===== src/rtl/game_state_controller.sv =====
// -----------------------------------------------------------------------------
// game_state_controller
//
// Per-frame game sequencer. It owns the bird physics (gravity, flap impulse,
// ceiling and ground limits), the score schedule and the game-phase FSM
// (IDLE / PLAYING / DYING / OVER). Everything advances once per frame, on the
// rising edge of the frame-start strobe, so the outputs stay stable for the
// whole frame that the renderer draws.
//
// Ports
//   iClock        in   1   system clock
//   iReset        in   1   synchronous, active-high reset
//   iFrameStart   in   1   frame-start strobe; its rising edge is one tick
//   iFlap         in   1   synchronized flap button (level)
//   oBirdY        out 10   bird top Y, to renderer iBirdY
//   oScore        out 16   current score, to renderer iScore
//   oState        out  2   0=IDLE 1=PLAYING 2=DYING 3=OVER (also the FSM debug view)
//   oScrollEnable out  1   1 in IDLE/PLAYING, 0 in DYING/OVER
//
// Input handshake: there is no valid/ready pair here. A tick is the cycle in
// which iFrameStart is 1 and was 0 on the previous cycle; a flap request is
// latched on any rising edge of iFlap and is consumed or discarded by the next
// tick. All state changes happen on the clock edge that ends the tick cycle.
// -----------------------------------------------------------------------------
module game_state_controller #(
  parameter int BIRD_START_Y      = 228,
  parameter int BIRD_HEIGHT       = 24,
  parameter int GROUND_Y          = 456,
  parameter int GRAVITY           = 1,
  parameter int FLAP_VELOCITY     = 8,
  parameter int MAX_FALL_VELOCITY = 10,
  parameter int SCORE_PERIOD      = 60,
  parameter int SCORE_MAX         = 99,
  parameter int DEATH_FRAMES      = 30
) (
  input  logic        iClock,
  input  logic        iReset,
  input  logic        iFrameStart,
  input  logic        iFlap,
  output logic [9:0]  oBirdY,
  output logic [15:0] oScore,
  output logic [1:0]  oState,
  output logic        oScrollEnable
);

  localparam int Y_MAX = GROUND_Y - BIRD_HEIGHT;
  localparam int FC_W  = (SCORE_PERIOD > 1) ? $clog2(SCORE_PERIOD) : 1;
  localparam int DC_W  = (DEATH_FRAMES > 1) ? $clog2(DEATH_FRAMES) : 1;

  localparam logic [9:0]         START_Y      = 10'(BIRD_START_Y);
  localparam logic [9:0]         FLAP_Y       = 10'(BIRD_START_Y - FLAP_VELOCITY);
  localparam logic [9:0]         GROUND_TOP   = 10'(Y_MAX);
  localparam logic signed [10:0] GROUND_TOP_S = 11'(Y_MAX);
  localparam logic signed [7:0]  FLAP_V       = 8'(-FLAP_VELOCITY);
  localparam logic signed [7:0]  GRAV_V       = 8'(GRAVITY);
  localparam logic signed [7:0]  MAX_V        = 8'(MAX_FALL_VELOCITY);
  localparam logic [FC_W-1:0]    FC_LAST      = FC_W'(SCORE_PERIOD - 1);
  localparam logic [DC_W-1:0]    DC_LAST      = DC_W'(DEATH_FRAMES - 1);
  localparam logic [15:0]        SCORE_SAT    = 16'(SCORE_MAX);

  typedef enum logic [1:0] {
    ST_IDLE    = 2'd0,
    ST_PLAYING = 2'd1,
    ST_DYING   = 2'd2,
    ST_OVER    = 2'd3
  } state_t;

  state_t             state_q, state_d;
  logic [9:0]         y_q, y_d;
  logic signed [7:0]  v_q, v_d;
  logic [15:0]        score_q, score_d;
  logic [FC_W-1:0]    fc_q, fc_d;
  logic [DC_W-1:0]    dc_q, dc_d;
  logic               flap_req_q, flap_req_d;
  logic               flap_prev_q, frame_prev_q;
  logic               scroll_q;

  logic               tick, flap_edge, flap_now;
  logic signed [7:0]  v_grav, v_new;
  logic signed [10:0] new_y;

  // Edge detection; a flap edge in the tick cycle itself counts for that tick.
  assign tick      = iFrameStart & ~frame_prev_q;
  assign flap_edge = iFlap & ~flap_prev_q;
  assign flap_now  = flap_req_q | flap_edge;

  // Physics step used in PLAYING: velocity is updated first, then position.
  always_comb begin
    v_grav = v_q + GRAV_V;
    v_new  = flap_now ? FLAP_V : ((v_grav > MAX_V) ? MAX_V : v_grav);
    new_y  = $signed({1'b0, y_q}) + $signed({{3{v_new[7]}}, v_new});
  end

  // State register
  always_ff @(posedge iClock) begin
    if (iReset) begin
      state_q      <= ST_IDLE;
      y_q          <= START_Y;
      v_q          <= '0;
      score_q      <= '0;
      fc_q         <= '0;
      dc_q         <= '0;
      flap_req_q   <= 1'b0;
      flap_prev_q  <= 1'b0;
      frame_prev_q <= 1'b0;
      scroll_q     <= 1'b1;
    end else begin
      state_q      <= state_d;
      y_q          <= y_d;
      v_q          <= v_d;
      score_q      <= score_d;
      fc_q         <= fc_d;
      dc_q         <= dc_d;
      flap_req_q   <= flap_req_d;
      flap_prev_q  <= iFlap;
      frame_prev_q <= iFrameStart;
      scroll_q     <= (state_d == ST_IDLE) || (state_d == ST_PLAYING);
    end
  end

  // Next-state logic; nothing but the flap latch moves outside a tick.
  always_comb begin
    state_d    = state_q;
    y_d        = y_q;
    v_d        = v_q;
    score_d    = score_q;
    fc_d       = fc_q;
    dc_d       = dc_q;
    flap_req_d = tick ? 1'b0 : (flap_req_q | flap_edge);
    if (tick) begin
      unique case (state_q)
        ST_IDLE: begin
          if (flap_now) begin
            state_d = ST_PLAYING;
            score_d = '0;
            fc_d    = '0;
            v_d     = FLAP_V;
            y_d     = FLAP_Y;
          end
        end
        ST_PLAYING: begin
          v_d = v_new;
          if (new_y[10]) begin
            y_d = '0;
            v_d = '0;
          end else if (new_y >= GROUND_TOP_S) begin
            y_d     = GROUND_TOP;
            v_d     = '0;
            state_d = ST_DYING;
            dc_d    = '0;
          end else begin
            y_d = new_y[9:0];
          end
          // Score still counts on the tick that enters DYING.
          if (fc_q == FC_LAST) begin
            fc_d    = '0;
            score_d = (score_q >= SCORE_SAT) ? SCORE_SAT : score_q + 16'd1;
          end else begin
            fc_d = fc_q + FC_W'(1);
          end
        end
        ST_DYING: begin
          if (dc_q == DC_LAST) state_d = ST_OVER;
          else dc_d = dc_q + DC_W'(1);
        end
        ST_OVER: begin
          // Score is kept for display until the next game starts.
          if (flap_now) begin
            state_d = ST_IDLE;
            y_d     = START_Y;
            v_d     = '0;
          end
        end
      endcase
    end
  end

  // Outputs
  always_comb begin
    oBirdY        = y_q;
    oScore        = score_q;
    oState        = state_q;
    oScrollEnable = scroll_q;
  end

endmodule


===== config.mk =====
export PLATFORM = sky130hd
export DESIGN_NAME = game_state_controller
export DESIGN_NICKNAME = d
export VERILOG_FILES = /design/src/rtl/game_state_controller.sv
export SDC_FILE = /design/constraint.sdc
export NUM_CORES = 1
export LEC_CHECK = 0
export CAP_MARGIN = 20
export CORE_MARGIN = 3
export CORE_UTILIZATION = 52
export DETAILED_ROUTE_END_ITERATION = 10
export PLACE_DENSITY = 0.79
export SLEW_MARGIN = 30
export SYNTH_ARGS = -nofsm -noshare
export SYNTH_HDL_FRONTEND = slang
export SYNTH_SLANG_ARGS = --single-unit

===== constraint.sdc =====
create_clock -name iClock -period 3.8 [get_ports iClock]
set_clock_uncertainty 0.15 [all_clocks]
set_input_delay 0.57 -clock iClock [delete_from_list [all_inputs] [get_ports iClock]]
set_output_delay 0.57 -clock iClock [all_outputs]
set_load 0.05 [all_outputs]

==> impl_results.md <==
* Status: finished with violations
* Failing checks: setup timing
* Number of global-route vias before repair at 3415
* WS Path Type: register to register
* Number of synthesized flops with an enable pin at 0
* Port Buf Inserts at 32
* Clock share of power at 0.237
* Sequential power share at 0.333
* Root buf cell: clkbuf_8
* Routed vias at 3839
* Sw Pwr at 626.8 uW
* ANT nets after route at 0
* Post-Syn Instances at 394
* Hold_buf cts at 0
* DP Worst Slack at -0.4584 ns
* Share of Yosys cell area claimed by the top area cell type at 0.3206
* Antenna diodes at 0
* Tot Pwr at 1713 uW
* Post-synth cell types at 66
* Post-Synth Adder-Cell Area at 0.07308
* Xor and xnor area share after synthesis at 0.06326
* Initial Util at 0.5577
* DR DRC count at 0
* First-pass GRT wire length at 17.04 mm
* FP Rows at 27
* Nets at 518
* Core Region at 5709 um2
* Seq/Total Area, Yosys at 0.3206
* Via density at 6.747
* Synthesized cell area at 3184 um2
* Max-slew violations at 0
* Top cell type by total area after synthesis: dfxtp_1
* Final setup violation count at 25
* Worst VDD drop at 246.4 uV
* Worst-Margin Slew at 0.7234 ns
* Gp weighted congestion at 0.9178
* Die ar. at 7099 um2
* FMAX at 0.2264 GHz
* Worst setup margin at -0.6165 ns
* Width of the chip at 84.26 um
* Sw Ratio at 0.3658
* CP endpoint kind: register
* Syn_area_per_cell at 8.082 um2
* Synth top area cells: dfxtp_1 32%, ha_1 6.7%, nor2_1 5.0%, a21oi_1 4.6%, nand2_1 4.4%
* Final hold slack at 0.3560 ns
* Leak at 0.001850 uW
* Final hold vios at 0
* DR pass1 iterations at 6
* GRT overflow at 0
* # fillers at 308
* Clock Sinks at 51
* Largest net degree at the start of global routing at 19
* Post-DP HPWL at 6.556 mm
* Largest family of logic cells by synthesized area: compound AO/OA/AOI/OAI gates
* Initial DRC Count at 542
* HP Class: register to register
* Crit-path max FO at 8
* Gate power share at 0.430
* Post-synth ARST share at 0
* Total wire length at 12.24 mm
* CP Cell Sequence: buf_6 -> and4_4 -> buf_4 -> a31oi_2 -> o21ai_2 -> nand2_2 -> nor2_2 -> ha_2 -> inv_2 -> fa_2 -> nand3b_1 -> buf_6 -> nand2_8 -> a2bb2oi_4 -> o221ai_4 -> o311ai_4 -> buf_6 -> nand4_1 -> a211oi_1
* GRT Total Usage at 0.2966
* Fin crit period at 4.417 ns
* Initial antenna violation count at 0
* Crit path top cell by count: buf_6
* Tcrit/Tclk final at 1.162
* Max incr delay on CP at 0.42 ns
* Clock-pin slew on the worst setup and hold paths at 0.10 ns
* Arrival @ worst endpoint at 4.47 ns
* Final Instance Count excl. Fillers at 569
* H-tree levels at 2
* Worst path required time at 3.86 ns
* Slew margin rel. at 0.5172
* Crit path buffers/inverters at 5
* Crit-path slowest cell: o311ai_4
* Complex-gate fraction of the synthesized area at 0.2613
* Commonest cells after routing, fill and taps aside: 65 x buf_4, 49 x dfxtp_1, 39 x nor2_1, 32 x clkdlybuf4s50_1, 28 x nand2_1
* Floorplan die height at 84.26 um
* Warnings from Yosys at 0
* Syn nets at 416
* Worst-case clock buffer depth at 2
* Fraction of layout cells with a size suffix above 1 at 0.3239
* Power per cell area at 363.7 nW/um2
* Clk Latency, worst-skew pair at 0.32 ns
* Area Overhead vs Synth at 47.94%
* CTS tree: built
* Routed wire per std cell at 21.51 um
* Max-cap viol count at 0
* Internal at 1086 uW
* CP Launch Type: register
* Crit path max-delay family: compound AO/OA/AOI/OAI gates
* Most common cell after layout, fill and taps aside: buf_4
* Post-synthesis register bit count at 51
* Ports at 33
* Post-synthesis mux area share at 0
* Post-synthesis simple-gate area fraction at 0.2456
* Unrepaired setup endpoints after global routing: yes
* Primary FF master, synth: dfxtp_1
* TritonCTS buffer count at 5
* Placed Instances at 533
==> repair_timing <==
| action | CTS | global route |
|---|---|---|
| endpoints found under the setup margin | 25 | 25 |
| cloned | 1 | 0 |
| setup buffers | 18 | 9 |
| pin swaps | 43 | 22 |
| gates resized for setup | 58 | 33 |
==> routing by layer <==
layer  track usage  part of all wire
met5             0                 0
met2        0.5065              0.47
met3       0.05692             0.091
met1        0.3656              0.37
met4        0.1213             0.069
==> cell usage after synthesis (all sizes together), types with 2 or more instances <==
cell and number:
nor2b 7, o221a 2, or2 3, nand4b 2
nor4 4, and2 7, a41oi 2, inv 12
or4 3, a21o 7, o21bai 2, and3 10
clkbuf 9, o21ai 30, a31oi 14, a221o 2
a2111oi 2, o211ai 4, and4 4, nor3 6
ha 17, a211oi 6, o311ai 3, buf 7
nor2 42, nand4 9, o211a 2, nand2b 4
xnor2 11, a21oi 30, nand2 38, o21a 3
xor2 12, nand3 11, dfxtp 51
==> power groups by stage <==
stage / registers [uW] / clock network [uW] / logic [uW]
after floorplan: 595 / 0 / 272
after global placement: 580 / 0 / 434
after detailed placement: 580 / 0 / 448
after CTS: 569 / 401 / 596
after global routing: 571 / 430 / 757
final: 570 / 406 / 737
==> layout make-up <==
class,count,area (um2),share of cell area
Timing Repair Buffer,111,965.9,0.2050
Multi-Input combinational cell,315,2464,0.5230
Clock buffer,6,82.58,0.01753
Clock inverter,2,35.03,0.007437
Tap cell,72,90.09,0.01912
Sequential cell,51,1028,0.2183
Inverter,12,45.04,0.009562
==> worst register-to-register path, stage by stage, from the launching register on <==
cell       delay (ns)
dfxtp_4          0.40
buf_6            0.14
and4_4           0.23
buf_4            0.12
a31oi_2          0.12
o21ai_2          0.27
nand2_2          0.11
nor2_2           0.13
ha_2             0.22
inv_2            0.07
fa_2             0.40
nand3b_1         0.23
buf_6            0.17
nand2_8          0.07
a2bb2oi_4        0.18
o221ai_4         0.15
o311ai_4         0.42
buf_6            0.22
nand4_1          0.18
a211oi_1         0.34
==> registers in the layout, summed over array words and instances (netlist names) <==
register,cells
oState,2
flap_prev_q,1
fc_q,6
frame_prev_q,1
oScrollEnable,1
oScore,16
flap_req_q,1
oBirdY,10
dc_q,5
v_q,8
==> metrics by stage <==
step,util,TNS [ns],area [um2]
after global placement,0.6908,-2.458,3944
final,0.8251,-11.02,4711
after detailed placement,0.6908,-8.632,3944
after global routing,0.8251,-13.79,4711
after floorplan,-,0,3224
after CTS,0.7817,-2.573,4463
==> final timing paths <==
check                         startpoint                endpoint  slack (ns)  cells past startpoint
setup / recovery     v_q[0]$_SDFFE_PP0P_     v_q[5]$_SDFFE_PP0P_       -0.62                     19
hold / removal    oBirdY[8]$_SDFFE_PP0P_  oBirdY[8]$_SDFFE_PP0P_        0.36                      2
setup reg to reg     v_q[0]$_SDFFE_PP0P_     v_q[5]$_SDFFE_PP0P_       -0.62                     19
hold reg to reg   oBirdY[8]$_SDFFE_PP0P_  oBirdY[8]$_SDFFE_PP0P_        0.36                      2
==> kinds of logic (layout without fill, tap and decap cells) <==
| kind of cell | Yosys count | after routing |
|---|---|---|
| simple gates | 154 | 154 |
| compound gates | 120 | 120 |
| flops | 51 | 51 |
| buf+inv | 28 | 131 |
| xor+xnor | 23 | 23 |
| fa+ha+maj | 18 | 18 |
No activity file was read; power rests on OpenSTA's default activity.
